===== src/rtl/ifetch_bridge_pkg.sv =====
// Shared types and constants for the instruction-fetch bridge.
// Holds the FSM state encoding and the bus and instruction constants.
// Has no logic, so it adds no latency and has no backpressure.
package ifetch_bridge_pkg;

    typedef enum logic [1:0] {
        ST_IDLE = 2'd0,
        ST_ADDR = 2'd1,
        ST_DATA = 2'd2,
        ST_RESP = 2'd3
    } ifb_state_e;

    localparam logic [31:0] NOP_INSTR = 32'h0000_0013;
    localparam logic [1:0]  RESP_OKAY = 2'b00;

endpackage


===== src/rtl/ifetch_bridge_if.sv =====
// AXI4-Lite-style read channel (AR + R) between the fetch bridge and the instruction bus.
// Has no logic and no latency; AR and R use the usual valid/ready handshake.
// The master may not retract arvalid before arready.
interface ifetch_bridge_if #(
    parameter int BUS_AW = 32,
    parameter int BUS_DW = 64
);
    logic              arvalid;
    logic              arready;
    logic [BUS_AW-1:0] araddr;
    logic              rvalid;
    logic              rready;
    logic [BUS_DW-1:0] rdata;
    logic [1:0]        rresp;

    modport master (
        output arvalid, araddr, rready,
        input  arready, rvalid, rdata, rresp
    );

    modport slave (
        input  arvalid, araddr, rready,
        output arready, rvalid, rdata, rresp
    );
endinterface


===== src/rtl/ifetch_bridge_perf_cnt.sv =====
// Two 64-bit saturating event counters: delivered fetches and bus wait cycles.
// Each count updates one cycle after its increment strobe.
// No backpressure; the counters stick at all-ones.
module ifb_perf_cnt (
    input  logic        clk,
    input  logic        rstn,
    input  logic        fetch_inc,
    input  logic        wait_inc,
    output logic [63:0] perf_fetch_cnt,
    output logic [63:0] perf_wait_cnt
);

    logic [63:0] fetch_cnt_q, fetch_cnt_d;
    logic [63:0] wait_cnt_q,  wait_cnt_d;

    always_comb begin
        fetch_cnt_d = fetch_cnt_q;
        wait_cnt_d  = wait_cnt_q;
        if (fetch_inc && (fetch_cnt_q != '1)) fetch_cnt_d = fetch_cnt_q + 64'd1;
        if (wait_inc  && (wait_cnt_q  != '1)) wait_cnt_d  = wait_cnt_q  + 64'd1;
    end

    always_ff @(posedge clk or negedge rstn) begin
        if (!rstn) begin
            fetch_cnt_q <= '0;
            wait_cnt_q  <= '0;
        end else begin
            fetch_cnt_q <= fetch_cnt_d;
            wait_cnt_q  <= wait_cnt_d;
        end
    end

    assign perf_fetch_cnt = fetch_cnt_q;
    assign perf_wait_cnt  = wait_cnt_q;

endmodule


===== src/rtl/ifetch_bridge.sv =====
// Issues one bus read per fetch PC and returns the selected 32-bit instruction; kills in-flight reads on jump_en.
// Latency: at least 4 cycles per instruction (IDLE, ADDR, DATA, RESP); bus wait states extend ADDR and DATA.
// Backpressure: one outstanding read; hazard_stop only drops ifetch_en. IFB_PERF_EN adds the perf counters.
module ifetch_bridge
    import ifetch_bridge_pkg::*;
#(
    parameter int BUS_AW = 32,
    parameter int BUS_DW = 64
) (
    input  logic        clk,
    input  logic        rstn,
    input  logic [63:0] pc,
    input  logic        jump_en,
    input  logic        hazard_stop,
    output logic [31:0] instr,
    output logic        instr_valid,
    output logic        ifetch_en,
    output logic        fetch_err,
`ifdef IFB_PERF_EN
    output logic [63:0] perf_fetch_cnt,
    output logic [63:0] perf_wait_cnt,
`endif
    ifetch_bridge_if.master bus
);

    ifb_state_e        state_q, state_d;
    logic [BUS_AW-1:0] addr_q,  addr_d;
    logic [31:0]       instr_q, instr_d;
    logic              err_q,   err_d;
    logic              kill_q,  kill_d;

    logic              arvalid_c;
    logic              rready_c;
    logic              valid_c;

    always_comb begin
        state_d     = state_q;
        addr_d      = addr_q;
        instr_d     = instr_q;
        err_d       = err_q;
        kill_d      = kill_q;
        arvalid_c   = 1'b0;
        rready_c    = 1'b0;
        valid_c     = 1'b0;
        ifetch_en   = 1'b0;
        fetch_err   = 1'b0;
        instr       = NOP_INSTR;

        unique case (state_q)
            ST_IDLE: begin
                // pc is stale while a redirect is being applied.
                if (!jump_en) begin
                    addr_d = pc[BUS_AW-1:0];
                    if (pc[1:0] != 2'b00) begin
                        err_d   = 1'b1;
                        instr_d = NOP_INSTR;
                        state_d = ST_RESP;
                    end else begin
                        state_d = ST_ADDR;
                    end
                end
            end
            ST_ADDR: begin
                arvalid_c = 1'b1;
                if (jump_en) kill_d = 1'b1;
                if (bus.arready) state_d = ST_DATA;
            end
            ST_DATA: begin
                rready_c = 1'b1;
                if (bus.rvalid) begin
                    if (kill_q || jump_en) begin
                        kill_d  = 1'b0;
                        state_d = ST_IDLE;
                    end else begin
                        instr_d = addr_q[2] ? bus.rdata[BUS_DW-1:BUS_DW/2]
                                            : bus.rdata[BUS_DW/2-1:0];
                        err_d   = (bus.rresp != RESP_OKAY);
                        state_d = ST_RESP;
                    end
                end else if (jump_en) begin
                    // Remember a redirect seen while the beat is still pending.
                    kill_d = 1'b1;
                end
            end
            ST_RESP: begin
                valid_c   = !jump_en;
                ifetch_en = !jump_en && !hazard_stop;
                fetch_err = err_q && !jump_en;
                instr     = err_q ? NOP_INSTR : instr_q;
                state_d   = ST_IDLE;
            end
            default: state_d = ST_IDLE;
        endcase
    end

    always_ff @(posedge clk or negedge rstn) begin
        if (!rstn) begin
            state_q <= ST_IDLE;
            addr_q  <= '0;
            instr_q <= NOP_INSTR;
            err_q   <= 1'b0;
            kill_q  <= 1'b0;
        end else begin
            state_q <= state_d;
            addr_q  <= addr_d;
            instr_q <= instr_d;
            err_q   <= err_d;
            kill_q  <= kill_d;
        end
    end

    assign instr_valid = valid_c;
    assign bus.arvalid = arvalid_c;
    assign bus.rready  = rready_c;
    assign bus.araddr  = {addr_q[BUS_AW-1:3], 3'b000};

    logic unused_bits;
    assign unused_bits = ^{pc[63:BUS_AW], addr_q[1:0]};

`ifdef IFB_PERF_EN
    ifb_perf_cnt u_perf (
        .clk            (clk),
        .rstn           (rstn),
        .fetch_inc      (valid_c),
        .wait_inc       (((state_q == ST_ADDR) && !bus.arready) ||
                         ((state_q == ST_DATA) && !bus.rvalid)),
        .perf_fetch_cnt (perf_fetch_cnt),
        .perf_wait_cnt  (perf_wait_cnt)
    );
`endif

endmodule


===== src/flat_wrapper.sv =====
// flat-port wrapper written by rule: the top's interface ports become plain ports
module ifetch_bridge_flat import ifetch_bridge_pkg::*;
#(
    parameter int BUS_AW = 32,
    parameter int BUS_DW = 64
)
  (clk, rstn, pc, jump_en, hazard_stop, instr, instr_valid, ifetch_en, fetch_err, bus_arvalid, bus_araddr, bus_rready, bus_arready, bus_rvalid, bus_rdata, bus_rresp);
  ifetch_bridge_if #(.BUS_AW(BUS_AW), .BUS_DW(BUS_DW)) bus_i ();
  input  logic clk;
  input  logic rstn;
  input  logic [63:0] pc;
  input  logic jump_en;
  input  logic hazard_stop;
  output logic [31:0] instr;
  output logic instr_valid;
  output logic ifetch_en;
  output logic fetch_err;
  output wire logic [$bits(bus_i.arvalid)-1:0] bus_arvalid;
  output wire logic [$bits(bus_i.araddr)-1:0] bus_araddr;
  output wire logic [$bits(bus_i.rready)-1:0] bus_rready;
  input wire logic [$bits(bus_i.arready)-1:0] bus_arready;
  input wire logic [$bits(bus_i.rvalid)-1:0] bus_rvalid;
  input wire logic [$bits(bus_i.rdata)-1:0] bus_rdata;
  input wire logic [$bits(bus_i.rresp)-1:0] bus_rresp;
  assign bus_arvalid = bus_i.arvalid;
  assign bus_araddr = bus_i.araddr;
  assign bus_rready = bus_i.rready;
  assign bus_i.arready = bus_arready;
  assign bus_i.rvalid = bus_rvalid;
  assign bus_i.rdata = bus_rdata;
  assign bus_i.rresp = bus_rresp;
  ifetch_bridge #(.BUS_AW(BUS_AW), .BUS_DW(BUS_DW)) u_core (.clk(clk), .rstn(rstn), .pc(pc), .jump_en(jump_en), .hazard_stop(hazard_stop), .instr(instr), .instr_valid(instr_valid), .ifetch_en(ifetch_en), .fetch_err(fetch_err), .bus(bus_i));
endmodule

===== config.mk =====
export PLATFORM = sky130hd
export DESIGN_NAME = ifetch_bridge_flat
export DESIGN_NICKNAME = d
export VERILOG_FILES = /design/src/rtl/ifetch_bridge_pkg.sv /design/src/rtl/ifetch_bridge_if.sv /design/src/rtl/ifetch_bridge_perf_cnt.sv /design/src/rtl/ifetch_bridge.sv /design/src/flat_wrapper.sv
export SDC_FILE = /design/constraint.sdc
export NUM_CORES = 1
export LEC_CHECK = 0
export ABC_AREA = 1
export CORE_MARGIN = 3
export CORE_UTILIZATION = 39
export CTS_CLUSTER_DIAMETER = 150
export DETAILED_ROUTE_END_ITERATION = 8
export PLACE_DENSITY = 0.91
export RECOVER_POWER = 100
export SKIP_CTS_REPAIR_TIMING = 1
export SYNTH_ARGS = -nofsm -noshare
export SYNTH_HDL_FRONTEND = slang
export SYNTH_SLANG_ARGS = --single-unit

===== constraint.sdc =====
create_clock -name clk -period 2.5 [get_ports clk]
set_clock_uncertainty 0.2 [all_clocks]
set_input_delay 0.375 -clock clk [delete_from_list [all_inputs] [get_ports clk]]
set_output_delay 0.375 -clock clk [all_outputs]
set_load 0.05 [all_outputs]

Word level (Yosys, flattened, before mapping)
Index checks and enable logic that the tools add are counted.

Flip-flop bits (word level): 68. Bits of input ports: 136. Output and inout bits: 69.

Equal/unequal tests: 9. Muxes and demuxes: 28. Bitwise operators: 1. Reduce and logical (&&, ||, !) cells: 14.

Operator list (count): 32-bit 2-to-1 mux (7); 32-bit case mux with 2 select lines (1); 1-bit 2-to-1 mux (12); 2-bit 2-to-1 mux (5); 2-bit inequality test (second input constant) (4); 2-bit case mux with 4 select lines (1); 2-bit nonzero test (4); 5-bit AND reduction (1); 2-bit equality test (second input constant) (2); 1-bit case mux with 2 select lines (2); 2-bit AND reduction (2); 3-bit by 2-bit inequality test with 1-bit output (second input constant) (1); 3-bit AND reduction (1); 2-bit by 1-bit equality test with 1-bit output (second input constant) (1); 1-bit logical AND (2); 1-bit zero test (2); 2-bit zero test (1); 2-bit by 1-bit inequality test with 1-bit output (second input constant) (1); 1-bit logical OR (1); 1-bit NOT (1).

Logic depth before layout (Yosys ltp)
Depth after elaboration: 4. Depth in mapped cells: 10. Depth with buffers taken out: 8.

Worst setup path after synthesis
Ideal clock, no wire load.

Kind: register to output. Start: register u_core.state_q[1]. End: output fetch_err. Arrival time: 1701 ps. Setup slack: 224 ps. Stages on the path, launching flop included: 4. Buffers on the path: 0. Cells stage by stage: dfrtp_1 ha_1 inv_1 nor3_1.

Longest elaborated chain between the ends: 2.

Ends and longest elaborated chain: from (decl) (line ifetch_bridge.sv:26) `ifb_state_e state_q, state_d;`; from (signal assigned) (line ifetch_bridge.sv:104) `state_q <= state_d;`; 2-bit equality test (line ifetch_bridge.sv:49) `unique case (state_q)`; 1-bit 2-to-1 mux (line ifetch_bridge.sv:49); to (decl) (line flat_wrapper.sv:17) `output logic fetch_err;`.

No other way between the ends.

Final worst setup path
Start: register u_core.state_q[1]. End: output instr[20].

Longest elaborated chain between the ends: 2.

Ends and longest elaborated chain: 2-bit equality test (line ifetch_bridge.sv:49); 32-bit 2-to-1 mux (line ifetch_bridge.sv:49); to (decl) (line flat_wrapper.sv:14) `output logic [31:0] instr;`.

No other way between the ends.

==> impl_metrics.env <==
export IMPL_power_switching_mw=3.21
export IMPL_min_period_ps=2340
export IMPL_rsz0062_at_grt="no"
export IMPL_antennaDiodeCount=0
export IMPL_syn_avg_cell_area_um2=8.02
export IMPL_final_cell_area_mm2=0.00528
export IMPL_cts_buffers=9
export IMPL_endpoint_kind="output pin"
export IMPL_fin_cells=734
export IMPL_maxCapViolCount=0
export IMPL_grt_total_usage=0.196
export IMPL_yosysUniqueCellTypes=23
export IMPL_period_share=0.937
export IMPL_gp_congestion=0.827
export IMPL_die_area_mm2=0.0108
export IMPL_clk_latency_ps=340
export IMPL_hold_viol=0
export IMPL_vias_per_cell=4.76
export IMPL_syn_inst=468
export IMPL_worstPathCellList="ha_1 -> inv_1 -> buf_6 -> nor2_1 -> clkbuf_4"
export IMPL_ys_seq_area_frac=0.441
export IMPL_critPathMaxFanout=29
export IMPL_synth_area_mm2=0.00375
export IMPL_seq_power_share=0.274
export IMPL_p_total_mw=6.31
export IMPL_dp_hpwl_um=7670
export IMPL_grt_met1_usage=0.224
export IMPL_multiInputGateArea_mm2=0.00163
export IMPL_cp_endpoint="instr[20]"
export IMPL_grt_busiest_layer="met2"
export IMPL_intPower_mw=3.10
export IMPL_rrSetupSlack_ps=260
export IMPL_grt_max_degree=37
export IMPL_die_w_um=104
export IMPL_critPathLaunchType="flop"
export IMPL_seqCellArea_mm2=0.00166
export IMPL_drive_above_1_share=0.167
export IMPL_power_leakage_nw=2.48
export IMPL_pre_cts_slack_ps=358
export IMPL_setup_ws_ps=158
export IMPL_ant_nets=0
export IMPL_p_comb_frac=0.598
export IMPL_cp_slowest_stage_delay_ps=460
export IMPL_rows=35
export IMPL_dpl_cell_count=717
export IMPL_r2r_cells=5
export IMPL_setup_tns_final_ps=0
export IMPL_holdWs_ps=273
export IMPL_syn2layout_area_growth_pct=40.6
export IMPL_ios=205
export IMPL_tightestPinTransition_ps=815
export IMPL_h_tree_depth=3
export IMPL_drtPass1Iterations=4
export IMPL_drc_errors=0
export IMPL_crit_required_ps=1920
export IMPL_yosysWarnings=0
export IMPL_wl_um=10400
export IMPL_cts_tree="done"
export IMPL_portBuffers=169
export IMPL_clockPowerShare=0.128
export IMPL_clock_sinks=66
export IMPL_status="finished clean"
export IMPL_drt_initial_drc_count=159
export IMPL_path_class="reg2out"
export IMPL_postLayoutCoreUtil=0.568
export IMPL_nNetsFinal=742
export IMPL_use_met2=0.351
export IMPL_post_drt_wl_per_cell_um=14.2
export IMPL_cts_root_buf="clkbuf_8"
export IMPL_cpMaxStageDelayCell="dfrtp_1"
export IMPL_clk_pin_slew_ps=80
export IMPL_antenna_found_initial=0
export IMPL_arrival_ps=1770
export IMPL_fillers=836
export IMPL_core_area_mm2=0.00928
export IMPL_power_per_cell_area_mw_per_mm2=1200
export IMPL_fmax_mhz=427
export IMPL_worstHoldStart="u_core.instr_q[20]$_DFFE_PN0P_"
export IMPL_maxSlewHeadroom=0.457
export IMPL_swShare=0.509
export IMPL_report_final_slew_viol_count=0
export IMPL_die_h_um=104
export IMPL_cts_buffer_depth=2
export IMPL_hp_class="reg2reg"
export IMPL_ir_worst_vdd_mv=0.703
export IMPL_grt_pass1_wl_um=17400
export IMPL_initial_utilization=0.404
export IMPL_grt_overflow_total=0
export IMPL_r2r_start="u_core.state_q[1]$_DFFE_PN0P_"
export IMPL_r2r_end="u_core.addr_q[5]$_DFFE_PN0P_"
export IMPL_postPlaceCellArea_mm2=0.00524
export IMPL_setup_viol=0
export IMPL_synth_seq_cells=66
export IMPL_vias=3492
export IMPL_grt_pass1_vias=3559
export IMPL_met3_usage=0.0670
export IMPL_crit_start="u_core.state_q[1]$_DFFE_PN0P_"
[synthesized netlist by cell type, drive strengths merged]
master,count,share of area
or2,3,0.0050
ha,6,0.020
nand3,38,0.051
a21oi,2,0.0057
conb,1,0.0010
dfstp,3,0.021
buf,51,0.10
mux2,29,0.087
dfrtp,63,0.42
clkbuf,9,0.0090
nor3,2,0.0027
nand2,117,0.12
inv,16,0.016
nor2,96,0.098
o21ai,32,0.043
[worst max-delay path, delay by kind of cell, from the launching register on]
family	cells	cell delay (ps)
buf+inv	3	640
flops	1	460
fa+ha+maj	1	220
simple gates	1	100
[worst min-delay path by stage]
| stage | depth (start not counted) | endpoint | slack, ps |
|---|---|---|---|
| floorplan | 0 | u_core.addr_q[10]$_DFFE_PN0P_ | -120 |
| global placement | 1 | u_core.addr_q[25]$_DFFE_PN0P_ | 240 |
| detailed placement | 1 | u_core.addr_q[21]$_DFFE_PN0P_ | 260 |
| CTS | 1 | u_core.addr_q[21]$_DFFE_PN0P_ | -120 |
| global route | 2 | u_core.instr_q[4]$_DFFE_PN1P_ | 290 |
| finish | 2 | u_core.instr_q[20]$_DFFE_PN0P_ | 270 |
[layout make-up]
cell class              count  area share
well taps                 129      0.0306
multi-input cells         328       0.310
clock buffers              10      0.0261
inverters                  16      0.0114
repair buffers            179       0.301
clock inverters             6     0.00783
flip-flops and latches     66       0.314
[cell usage in the layout, fill, tap and decap left out]
cell type        count
a21oi_4              1
inv_1               15
dfrtp_1             63
inv_2                1
nand2_1            114
nor2_4               1
buf_4                6
buf_2               28
dlygate4sd3_1       30
clkbuf_1             3
clkbuf_8            10
clkinv_2             2
mux2_2              29
inv_6                1
buf_6                1
clkinvlp_4           3
nand2_4              1
a21oi_1              1
clkbuf_4             5
ha_1                 6
nand3_1             38
o21ai_0             32
or2_2                3
nand2_2              2
nor2_1              95
dfstp_2              3
clkdlybuf4s50_1    102
nor3_1               2
clkbuf_2             4
conb_1               3
[cells by family (layout without fill, tap and decap cells)]
kind of cell,Yosys count,after routing,share of synthesized area
AOI/OAI and AO/OA,34,34,0.0483
and+or+nand+nor,256,256,0.277
DFF,66,66,0.441
other,1,3,0.000999
muxes,29,29,0.0870
buffers and inverters,76,211,0.125
adders and majority gates,6,6,0.0200
[per-layer routing]
metal | vias to the layer above | wire length, µm | share of wire
met3 | 13 | 846 | 0.081
met1 | 1634 | 4050 | 0.39
met2 | 138 | 5390 | 0.52
met4 | 0 | 149 | 0.014
met5 | - | 0 | 0
li1 | 1707 | - | -
[power by group through the flow]
stage / clock network, mW / logic (mW) / registers (mW)
3_5_place_dp: 0 / 3.94 / 1.76
3_3_place_gp: 0 / 3.84 / 1.72
2_1_floorplan: 0 / 3.23 / 1.70
5_1_grt: 0.885 / 4.10 / 1.78
6_report: 0.807 / 3.77 / 1.73
4_1_cts: 0.838 / 3.96 / 1.74
[registers in the layout, indices dropped and copies added, names as in the netlist]
name	cells
u_core.instr_q	32
u_core.addr_q	30
u_core.state_q	2
u_core.kill_q	1
u_core.err_q	1
Note: power is estimated with default switching activity, not from simulation.
